==> src/rtl/cic_pkg.sv <==
// Shared sizing helpers and limits for the CIC interpolator family.
package cic_pkg;

  localparam int CIC_MAX_N     = 6;
  localparam int CIC_MAX_RLOG2 = 6;

  // Internal width: input width plus bit growth of the R^(N-1) DC gain.
  function automatic int cic_iw(input int dw, input int n, input int rlog2);
    return dw + (n - 1) * rlog2;
  endfunction

  function automatic int cic_shift(input int n, input int rlog2);
    return (n - 1) * rlog2;
  endfunction

endpackage

==> src/rtl/cic_integrator_stage.sv <==
// One high-rate CIC integrator: wrapping accumulator that advances only when enabled.
module cic_integrator_stage #(
  parameter int IW = 20
) (
  input  logic                 clk,
  input  logic                 rst,
  input  logic                 en,
  input  logic signed [IW-1:0] din,
  output logic signed [IW-1:0] acc
);

  logic signed [IW-1:0] acc_q;
  logic signed [IW-1:0] acc_d;

  always_comb begin
    acc_d = acc_q;
    if (en) begin
      acc_d = acc_q + din;
    end
  end

  always_ff @(posedge clk or posedge rst) begin
    if (rst) begin
      acc_q <= '0;
    end else begin
      acc_q <= acc_d;
    end
  end

  assign acc = acc_q;

endmodule

==> src/rtl/cic_interpolator.sv <==
// CIC interpolator: N low-rate combs, zero-stuff by R, N high-rate integrators, 2^S gain removal.
// Define CIC_INTERP_ROUND_EN to round half-up before the gain shift instead of truncating.
module cic_interpolator
  import cic_pkg::*;
#(
  parameter int DW    = 16,
  parameter int N     = 3,
  parameter int RLOG2 = 2
) (
  input  logic          clk,
  input  logic          rst,
  input  logic          ce_in,
  output logic          ce_req,
  input  logic [DW-1:0] sig_in,
  output logic          ce_out,
  output logic [DW-1:0] sig_out
);

  localparam int IW = cic_iw(DW, N, RLOG2);
  localparam int S  = cic_shift(N, RLOG2);
  localparam int PW = (RLOG2 > 0) ? RLOG2 : 1;

  // ---------------- phase counter ----------------
  logic [PW-1:0] phase_q;
  logic [PW-1:0] phase_d;
  logic          phase_zero;

  assign phase_zero = (phase_q == '0);
  assign ce_req     = ce_in && phase_zero;

  always_comb begin
    phase_d = phase_q;
    if (ce_in) begin
      // R = 2^RLOG2, so the natural PW-bit wrap is the R-1 -> 0 wrap.
      if (RLOG2 == 0) begin
        phase_d = '0;
      end else begin
        phase_d = phase_q + PW'(1);
      end
    end
  end

  // ---------------- comb section (low rate) ----------------
  logic signed [DW-1:0] sig_in_s;
  logic signed [IW-1:0] comb_c [N+1];
  logic signed [IW-1:0] d_q    [N];
  logic signed [IW-1:0] d_d    [N];
  logic signed [IW-1:0] comb_q;
  logic signed [IW-1:0] comb_d;

  assign sig_in_s  = sig_in;
  assign comb_c[0] = IW'(sig_in_s);

  genvar gi;
  generate
    for (gi = 0; gi < N; gi++) begin : g_comb
      assign comb_c[gi+1] = comb_c[gi] - d_q[gi];
    end
  endgenerate

  always_comb begin
    d_d    = d_q;
    comb_d = comb_q;
    if (ce_req) begin
      for (int i = 0; i < N; i++) begin
        d_d[i] = comb_c[i];
      end
      comb_d = comb_c[N];
    end
  end

  // ---------------- zero-stuff upsampler ----------------
  logic signed [IW-1:0] up;
  assign up = phase_zero ? comb_q : '0;

  // ---------------- integrators (high rate) ----------------
  logic signed [IW-1:0] integ [N];

  generate
    for (gi = 0; gi < N; gi++) begin : g_integ
      logic signed [IW-1:0] stage_in;
      if (gi == 0) begin : g_first
        assign stage_in = up;
      end else begin : g_chain
        assign stage_in = integ[gi-1];
      end
      cic_integrator_stage #(
        .IW(IW)
      ) u_stage (
        .clk (clk),
        .rst (rst),
        .en  (ce_in),
        .din (stage_in),
        .acc (integ[gi])
      );
    end
  endgenerate

  // ---------------- gain normalisation and output ----------------
`ifdef CIC_INTERP_ROUND_EN
  localparam int                   RND_SH = (S > 0) ? S - 1 : 0;
  localparam logic signed [IW-1:0] RND    = (S > 0) ? (IW'(1) << RND_SH) : IW'(0);
`else
  localparam logic signed [IW-1:0] RND    = '0;
`endif

  logic signed [IW-1:0] out_pre;
  logic [DW-1:0]        sig_out_q;
  logic [DW-1:0]        sig_out_d;
  logic                 ce_out_q;
  logic                 ce_out_d;

  assign out_pre = integ[N-1] + RND;

  always_comb begin
    sig_out_d = sig_out_q;
    ce_out_d  = ce_in;
    if (ce_in) begin
      sig_out_d = DW'(out_pre >>> S);
    end
  end

  always_ff @(posedge clk or posedge rst) begin
    if (rst) begin
      phase_q   <= '0;
      comb_q    <= '0;
      sig_out_q <= '0;
      ce_out_q  <= 1'b0;
      for (int i = 0; i < N; i++) begin
        d_q[i] <= '0;
      end
    end else begin
      phase_q   <= phase_d;
      comb_q    <= comb_d;
      sig_out_q <= sig_out_d;
      ce_out_q  <= ce_out_d;
      d_q       <= d_d;
    end
  end

  assign sig_out = sig_out_q;
  assign ce_out  = ce_out_q;

endmodule
==> config.mk <==
export PLATFORM = sky130hd
export DESIGN_NAME = cic_interpolator
export DESIGN_NICKNAME = d
export VERILOG_FILES = /design/src/rtl/cic_pkg.sv /design/src/rtl/cic_integrator_stage.sv /design/src/rtl/cic_interpolator.sv
export SDC_FILE = /design/constraint.sdc
export NUM_CORES = 1
export LEC_CHECK = 0
export CORE_MARGIN = 1.5
export CORE_UTILIZATION = 32
export CTS_CLUSTER_DIAMETER = 200
export DETAILED_ROUTE_END_ITERATION = 6
export HOLD_SLACK_MARGIN = 0.1
export PLACE_DENSITY = 0.49
export SLEW_MARGIN = 20
export SYNTH_ARGS = -nofsm -noshare
export SYNTH_HDL_FRONTEND = slang
export SYNTH_SLANG_ARGS = --single-unit
==> constraint.sdc <==
create_clock -name clk -period 7.4 [get_ports clk]
set_input_delay 1.48 -clock clk [delete_from_list [all_inputs] [get_ports clk]]
set_output_delay 1.48 -clock clk [all_outputs]
set_load 0.01 [all_outputs]
==> flow_summary.ini, run 1 <==
[critical_path]
r2r_start = d_q[41]
endpoint_kind = flip-flop
crit_buf_inv = 2
slowest_stage = o31ai_1
slowest_delay_ps = 530
cp-start-kind = input pin
critical-path-top-delay-family = compound AO/OA/AOI/OAI gates
crit_path_frequent_cell = ha_1
arrival_ps = 6640
worstSetupPathType = input pin to flip-flop
worstPathMaxFanout = 4
critPathLaunch = sig_in[0]
cp.required_ps = 7730
path_cells = clkdlybuf4s50_1 -> inv_1 -> ha_1 -> fa_1 -> nand2b_1 -> a21boi_0 -> o21ai_0 -> nand2b_1 -> a21oi_1 -> xnor2_1 -> ha_1 -> a211o_1 -> o31ai_1 -> xnor2_1 -> ha_1 -> a41oi_1 -> o21ai_0 -> a31o_1 -> a2111oi_4 -> o31ai_2 -> a31oi_2 -> nor2b_1 -> o41ai_2

[detailed_routing]
drc = 0
drtAntennaViolNets = 0
post_drt_wl_per_cell_um = 12.6
dr.pass1.iters = 4
via_count = 7689
wirelength_um = 20300
via_per_inst = 4.78
drt_iter0_markers = 300

[synthesis]
ys.flop_type = dfrtp_1
yosys_warnings = 0
yosys-top-cells-count = dfrtp_1 (150), ha_1 (109), o21ai_0 (109)
yosysMostFrequentCell = dfrtp_1
synth_seq_area_share_pct = 35.8
synth_nets = 1257
synth_simple_gate_area_share_pct = 12.2
synth_edf_count = 0
yosys.area_share.adder_pct = 14.2
syn_area_um2 = 10500
synth_area_per_cell_um2 = 9.33
synth-seq-cells = 150
yosys.area.top_type = dfrtp_1
synth_compound_area_share_pct = 19.0
synth_top_family_by_area = compound AO/OA/AOI/OAI gates
ys_types = 66
synthTopCellsByArea = dfrtp_1 (36%), ha_1 (13%), mux2_2 (7.0%)
synthXorXnorAreaFrac_pct = 7.35
syn_inst = 1123
synth_top_area_share_pct = 35.8
muxShareOfSynthArea_pct = 7.18
async_reset_ff_share_pct = 100

[min_path]
hold_path_class = flip-flop to flip-flop
worstHoldStart = g_integ[2].u_stage.acc[19]

[clocking]
h-tree-depth = 4
cts_tree = yes
insertion_delay_ps = 430
clk_pin_slew_worst_paths_ps = 60
post_cts_buffers = 0
clockBufferDepth = 2
cts_hold_buf = 0
clock_sinks = 150
cts_root_buf = clkbuf_16
cts.repair.resized = 0
cts_buffers = 17

[sta]
final_hold_viol_count = 0
drv_slew = 0
max_slew_margin_pct = 49.3
fmax_mhz = 158
min_period_over_period_pct = 85.3
min_period_ps = 6310
finalSetupViolations = 0
fin_setup_tns_ps = 0
skew_ps = 9.70
tightest_slew_ps = 760
grt_setup_unrepaired = no

[floorplanning]
core_um2 = 32400
initial_core_util_pct = 32.4
rows = 66
ios = 37
die-area_um2 = 33800
die_x_um = 184
die_h_um = 184

[cells_and_area]
drive_gt1_share_pct = 9.85
nNetsFinal = 1289
syn2layout_area_growth_pct = 13.7
n_antenna_cell = 0

[job]
maxCapViolations = 0

[placement]
hpwlAfterDp_um = 14500
io_buffer_count = 36
place_congestion = 0.843

[outcome]
status = complete, no violations

[global_routing]
grt_first_pass_wirelength_um = 35500
grt_max_degree = 110
grt_pass1_vias = 7456
grt-ovfl-total = 0
grt_use_total_pct = 12.8
antenna_found_initial = 0
-- sequential cells by signal, summed over array words and instances, names as in the netlist --
register and cells:
d_q 51, g_integ.u_stage.acc 60, sig_out 16, comb_q 20
phase_q 2, ce_out 1
-- per-stage QoR --
stage               util, %  hold WS [ps]  setup slack [ps]  instances  area [µm²]
floorplan                 -           438              1650       1123       10500
global placement       35.0           453               674       1578       11300
detailed placement     35.0           455               625       1578       11300
CTS                    36.8           473              1050       1609       11900
global route           36.8           488               452       1609       11900
finish                 36.8           464              1090       1609       11900
-- worst paths after layout --
path,to,slack [ps],depth (start not counted)
setup / recovery,comb_q[18],1090,23
setup reg to reg,comb_q[18],2220,21
max in group asynchronous,d_q[27],4730,3
min in group asynchronous,phase_q[1],1610,2
hold / removal,g_integ[2].u_stage.acc[19],460,1
hold reg to reg,g_integ[2].u_stage.acc[19],460,1
-- per-layer routing --
layer / GRT usage [%] / vias to the layer above / wire [µm]
met5: 0 / - / 0
met4: 4.07 / 0 / 313
met3: 2.34 / 17 / 432
met2: 21.5 / 82 / 9440
met1: 16.5 / 3523 / 10100
li1: - / 4067 / -
-- final cells by class --
class	instances	area, µm²
Multi-Input combinational cell	852	6270
Tap cell	442	553
Fill cell	3350	20500
Clock buffer	19	433
Timing Repair Buffer	41	395
Clock inverter	12	156
Sequential cell	150	3750
Inverter	93	357
-- cells by family after synthesis --
group,count (synthesis)
AO/OA/AOI/OAI,313
XOR/XNOR,88
adder cells (fa/ha/maj),115
buffers and inverters,121
flip-flops,150
multiplexers,67
AND/OR/NAND/NOR,269
-- placed cells by master (no fill, tap or decap), types with 4 or more instances in the layout --
cell	Yosys	layout
dfrtp_1	150	150
o21ai_0	109	109
ha_1	109	109
nand2_1	107	107
inv_1	92	90
a21oi_1	68	68
mux2_2	65	65
xnor2_1	62	62
nor2_1	52	52
clkdlybuf4s50_1	0	35
xor2_1	26	26
a21o_1	25	25
and2_1	18	18
nor2b_1	17	17
clkbuf_16	0	17
nand3_1	16	16
o21a_1	15	15
nand2b_1	14	14
a31oi_1	10	10
o31ai_1	10	10
nor3_1	9	9
and3_1	8	8
a211oi_1	8	8
o21bai_1	7	7
clkinvlp_4	0	7
fa_1	6	6
buf_4	0	6
o22ai_1	5	5
o21ai_1	5	5
or3_1	5	5
o211ai_1	5	5
o31a_1	5	5
nand3b_1	4	4
nor4_1	4	4
a21boi_0	4	4
Power of run 1 is left out: the tool's default activity adds up to more than one toggle a clock period on the data nets, which glitch-free logic cannot reach.
==> inputs of run 2 (changes only) <==
CELL_PAD_IN_SITES_DETAIL_PLACEMENT = 1   (was unset)
CELL_PAD_IN_SITES_GLOBAL_PLACEMENT = 1   (was unset)
CORE_MARGIN = unset   (was 1.5)
PLACE_DENSITY = 0.59   (was 0.49)
==> flow_summary.ini, run 2 (synthesized netlist as in run 1, its figures left out) <==
[sta]
fmax_mhz = 157
fin_setup_tns_ps = 0
final_hold_viol_count = 0
min_period_over_period_pct = 86.3
tightest_slew_ps = 872
skew_ps = 11.4
max_slew_margin_pct = 41.9
drv_slew = 0
grt_setup_unrepaired = no
min_period_ps = 6380
finalSetupViolations = 0

[cells_and_area]
drive_gt1_share_pct = 10.0
n_antenna_cell = 0
nNetsFinal = 1289
n_fill_cell = 3730
final_cell_count_no_fill = 1603
syn2layout_area_growth_pct = 13.7
final_cell_mix = dfrtp_1 (150), o21ai_0 (109), ha_1 (109), nand2_1 (107), inv_1 (90)
largest_register_ffs = 60
layout_commonest_cell = dfrtp_1

[clocking]
clk_pin_slew_worst_paths_ps = 60
h-tree-depth = 4
cts_buffers = 17
clock_sinks = 150
post_cts_buffers = 0
cts_root_buf = clkbuf_16
insertion_delay_ps = 440
cts_hold_buf = 0
cts.repair.resized = 0
clockBufferDepth = 2
cts_tree = yes

[detailed_routing]
via_per_inst = 4.95
via_count = 7932
dr.pass1.iters = 4
drt_iter0_markers = 204
wirelength_um = 22700
drtAntennaViolNets = 0
post_drt_wl_per_cell_um = 14.1
drc = 0

[min_path]
hold_path_class = flip-flop to flip-flop

[placement]
place_congestion = 0.812
hpwlAfterDp_um = 16400
io_buffer_count = 36
placed_cells = 1571

[floorplanning]
rows = 65
initial_core_util_pct = 32.9
die_x_um = 183
die_h_um = 183
ios = 37
core_um2 = 31900
die-area_um2 = 33500

[outcome]
status = complete, no violations

[global_routing]
antenna_found_initial = 0
grt_max_degree = 95
grt_use_total_pct = 14.6
grt_pass1_vias = 8513
grt_first_pass_wirelength_um = 40300
grt-ovfl-total = 0

[critical_path]
cp.required_ps = 7700
worstPathMaxFanout = 5
endpoint_kind = flip-flop
arrival_ps = 6680
cp-start-kind = input pin
worstSetupPathType = input pin to flip-flop

[job]
maxCapViolations = 0
[run 2: cell types whose count changed in the layout (fill, tap and decap cells not counted)]
cell,previous run,this run
inv_6,0,3
bufinv_16,3,2
inv_8,1,0
clkbuf_1,2,1
clkbuf_8,0,1
clkinv_2,1,0
clkinvlp_4,7,6
clkinv_4,1,3
[run 2: layout make-up]
class	instances	area, µm²	share of cell area (%)
sequential	150	3750	31.5
inverter	93	354	2.97
timing repair buffer	41	395	3.32
tap	435	544	4.57
multi-input combinational	852	6270	52.7
clock buffer	19	443	3.72
clock inverter	13	149	1.25
[run 2: routing by layer]
| metal | share of wire, % | GRT usage [%] | up-vias |
|---|---|---|---|
| li1 | - | - | 4019 |
| met1 | 47 | 17.6 | 3824 |
| met2 | 50 | 26.6 | 65 |
| met3 | 1.8 | 2.42 | 24 |
| met4 | 1.4 | 4.50 | 0 |
| met5 | 0 | 0 | - |
[run 2: path summary, 6_finish.rpt]
kind	startpoint	end	slack [ps]	cells after the start
max	sig_in[0]	comb_q[17]	1020	25
min	comb_q[12]	comb_q[12]	470	2
max reg2reg	d_q[41]	comb_q[17]	2180	22
min reg2reg	comb_q[12]	comb_q[12]	470	2
max in group asynchronous	rst	g_integ[2].u_stage.acc[14]	4510	3
min in group asynchronous	rst	g_integ[0].u_stage.acc[0]	1620	2
[run 2: critical path: stages]
cell and delay, ps:
clkdlybuf4s50_1 460, inv_1 60, ha_1 240, fa_1 400
nand2b_1 150, a21boi_0 230, o21ai_0 160, nand2_1 130
a21oi_1 110, o211a_1 250, xnor2_1 190, ha_1 300
a21o_1 210, a21o_1 180, a211oi_1 250, o31a_1 220
xnor2_1 180, ha_1 340, o21a_1 200, nor2_1 130
a21oi_1 60, a41o_1 250, o31a_1 270, xnor2_1 140
o21ai_0 90
[run 2: through the flow]
stage / setup slack (ps) / hold WS, ps / cell area [µm²] / utilization, %
detailed placement: 516 / 455 / 11300 / 35.5
CTS: 975 / 472 / 11900 / 37.4
floorplan: 1650 / 438 / 10500 / -
finish: 1020 / 468 / 11900 / 37.4
global route: 500 / 502 / 11900 / 37.4
global placement: 641 / 452 / 11300 / 35.5
Power of run 2 is left out for the same reason.
==> inputs of run 3 (changes only) <==
ABC_AREA = 1   (was unset)
DONT_BUFFER_PORTS = 1   (was unset)
PLACE_DENSITY = 0.61   (was 0.59)
==> flow_summary.ini, run 3 <==
[outcome]
status = complete, no violations

[detailed_routing]
drt_iter0_markers = 286
via_count = 11200
wirelength_um = 34100
dr.pass1.iters = 4
post_drt_wl_per_cell_um = 14.5
via_per_inst = 4.73
drc = 0
drtAntennaViolNets = 0

[sta]
drv_slew = 0
setup_ws_ps = 2350
max_slew_margin_pct = 35.4
skew_ps = 8.87
final_hold_viol_count = 0
fmax_mhz = 198
fin_setup_tns_ps = 0
grt_setup_unrepaired = no
hold-worst-slack_ps = 471
finalSetupViolations = 0
min_period_over_period_pct = 68.2
tightest_slew_ps = 969
min_period_ps = 5050

[cells_and_area]
n_fill_cell = 4851
nNetsFinal = 1969
multiInputGateArea_um2 = 7310
largest_register_ffs = 60
layout_commonest_cell = nand2_1
seq_area_um2 = 3750
syn2layout_area_growth_pct = 9.22
n_antenna_cell = 0
final_cell_mix = nand2_1 (723), inv_1 (241), dfrtp_1 (150), nand3_1 (138), ha_1 (109)
drive_gt1_share_pct = 3.84

[synthesis]
yosys-top-cells-count = nand2_1 (724), inv_1 (243), dfrtp_1 (150)
ys_types = 30
async_reset_ff_share_pct = 100
synth_top_area_share_pct = 30.8
synth_area_per_cell_um2 = 6.60
synth_seq_area_share_pct = 30.8
syn_inst = 1845
synth_edf_count = 0
synth-seq-cells = 150
yosys_warnings = 0
ys.flop_type = dfrtp_1
syn_area_um2 = 12200
synth_nets = 1979
synthTopCellsByArea = dfrtp_1 (31%), nand2_1 (22%), ha_1 (11%)
yosys.area.top_type = dfrtp_1
yosysMostFrequentCell = nand2_1

[clocking]
insertion_delay_ps = 460
clockBufferDepth = 2
cts_hold_buf = 0
post_cts_buffers = 0
clock_sinks = 150
cts_buffers = 17
cts.repair.resized = 0
cts_root_buf = clkbuf_16
h-tree-depth = 4
cts_tree = yes
clk_pin_slew_worst_paths_ps = 60

[global_routing]
grt_first_pass_wirelength_um = 59000
grt_max_degree = 97
grt_use_total_pct = 19.0
grt-ovfl-total = 0
antenna_found_initial = 0
grt_pass1_vias = 12000

[min_path]
hold_path_class = flip-flop to flip-flop
whs_path_depth = 1
holdPathEnd = phase_q[0]
worstHoldStart = phase_q[0]

[critical_path]
rrSetupSlack_ps = 3030
cp.required_ps = 7740
crit_buf_inv = 1
endpoint_kind = flip-flop
worstPathMaxFanout = 5
worstSetupPathType = input pin to flip-flop
slowest_stage = fa_1
crit_path_frequent_cell = nand2_1
slowest_delay_ps = 390
arrival_ps = 5390
r2r-end = comb_q[18]
r2r_cells = 28
r2r_start = d_q[40]
critical-path-top-delay-family = simple AND/OR/NAND/NOR gates
cp-start-kind = input pin

[floorplanning]
initial_core_util_pct = 32.4
die-area_um2 = 38800
core_um2 = 37600
ios = 37
rows = 71
die_h_um = 197
die_x_um = 197

[placement]
io_buffer_count = 0
hpwlAfterDp_um = 26900
place_ws_ps = 1890
place_congestion = 0.825

[job]
maxCapViolations = 0
==> run 3: cell types whose count changed in the layout (fill, tap and decap cells not counted), moves of 35 or more <==
| cell | before | now |
|---|---|---|
| nand3_1 | 16 | 138 |
| o21ai_0 | 109 | 53 |
| nand2_1 | 107 | 723 |
| nor2_1 | 52 | 97 |
| mux2_2 | 65 | 0 |
| inv_1 | 90 | 241 |
| clkdlybuf4s50_1 | 35 | 0 |
==> run 3: through the flow <==
stage | util [%] | std cells | area (µm²)
final | 35.4 | 2359 | 13300
after floorplan | - | 1845 | 12200
after global routing | 35.4 | 2359 | 13300
after global placement | 33.8 | 2327 | 12700
after detailed placement | 33.8 | 2327 | 12700
after CTS | 35.4 | 2359 | 13300
==> run 3: worst max path at each step <==
stage,startpoint,endpoint,slack [ps],cells past startpoint
floorplan,rst,ce_out,1880,1
detailed placement,sig_in[0],comb_q[17],1890,27
finish,sig_in[0],comb_q[18],2350,29
global placement,sig_in[0],comb_q[16],1930,25
CTS,sig_in[0],comb_q[16],2340,26
global route,sig_in[0],comb_q[18],1930,29
==> run 3: final cells by class <==
type	instances	area share (%)
clock buffers	19	3.33
inverters	256	7.28
multi-input cells	1405	55.0
clock inverters	13	1.11
repair buffers	5	0.282
flip-flops and latches	150	28.2
well taps	511	4.81
==> run 3: cell families after synthesis <==
logic type	Yosys count	share of synthesized area, %
xor+xnor	51	3.67
fa+ha+maj	115	12.2
simple gates	1047	35.9
flops	150	30.8
compound gates	192	8.25
buf+inv	290	9.16
==> run 3: routing by layer <==
| layer | global-route usage (%) | part of all wire, % | up-vias |
|---|---|---|---|
| li1 | - | - | 5791 |
| met1 | 22.8 | 47 | 5275 |
| met2 | 34.8 | 50 | 54 |
| met3 | 3.23 | 1.6 | 30 |
| met4 | 5.14 | 1.8 | 0 |
| met5 | 0 | 0 | - |
==> run 3: worst reg2reg max path, delay by kind of cell (launching register included) <==
kind          cells  cell delay (ps)
fa+ha+maj         4             1310
flops             1              390
simple gates     24             2540
Power of run 3 is left out for the same reason.
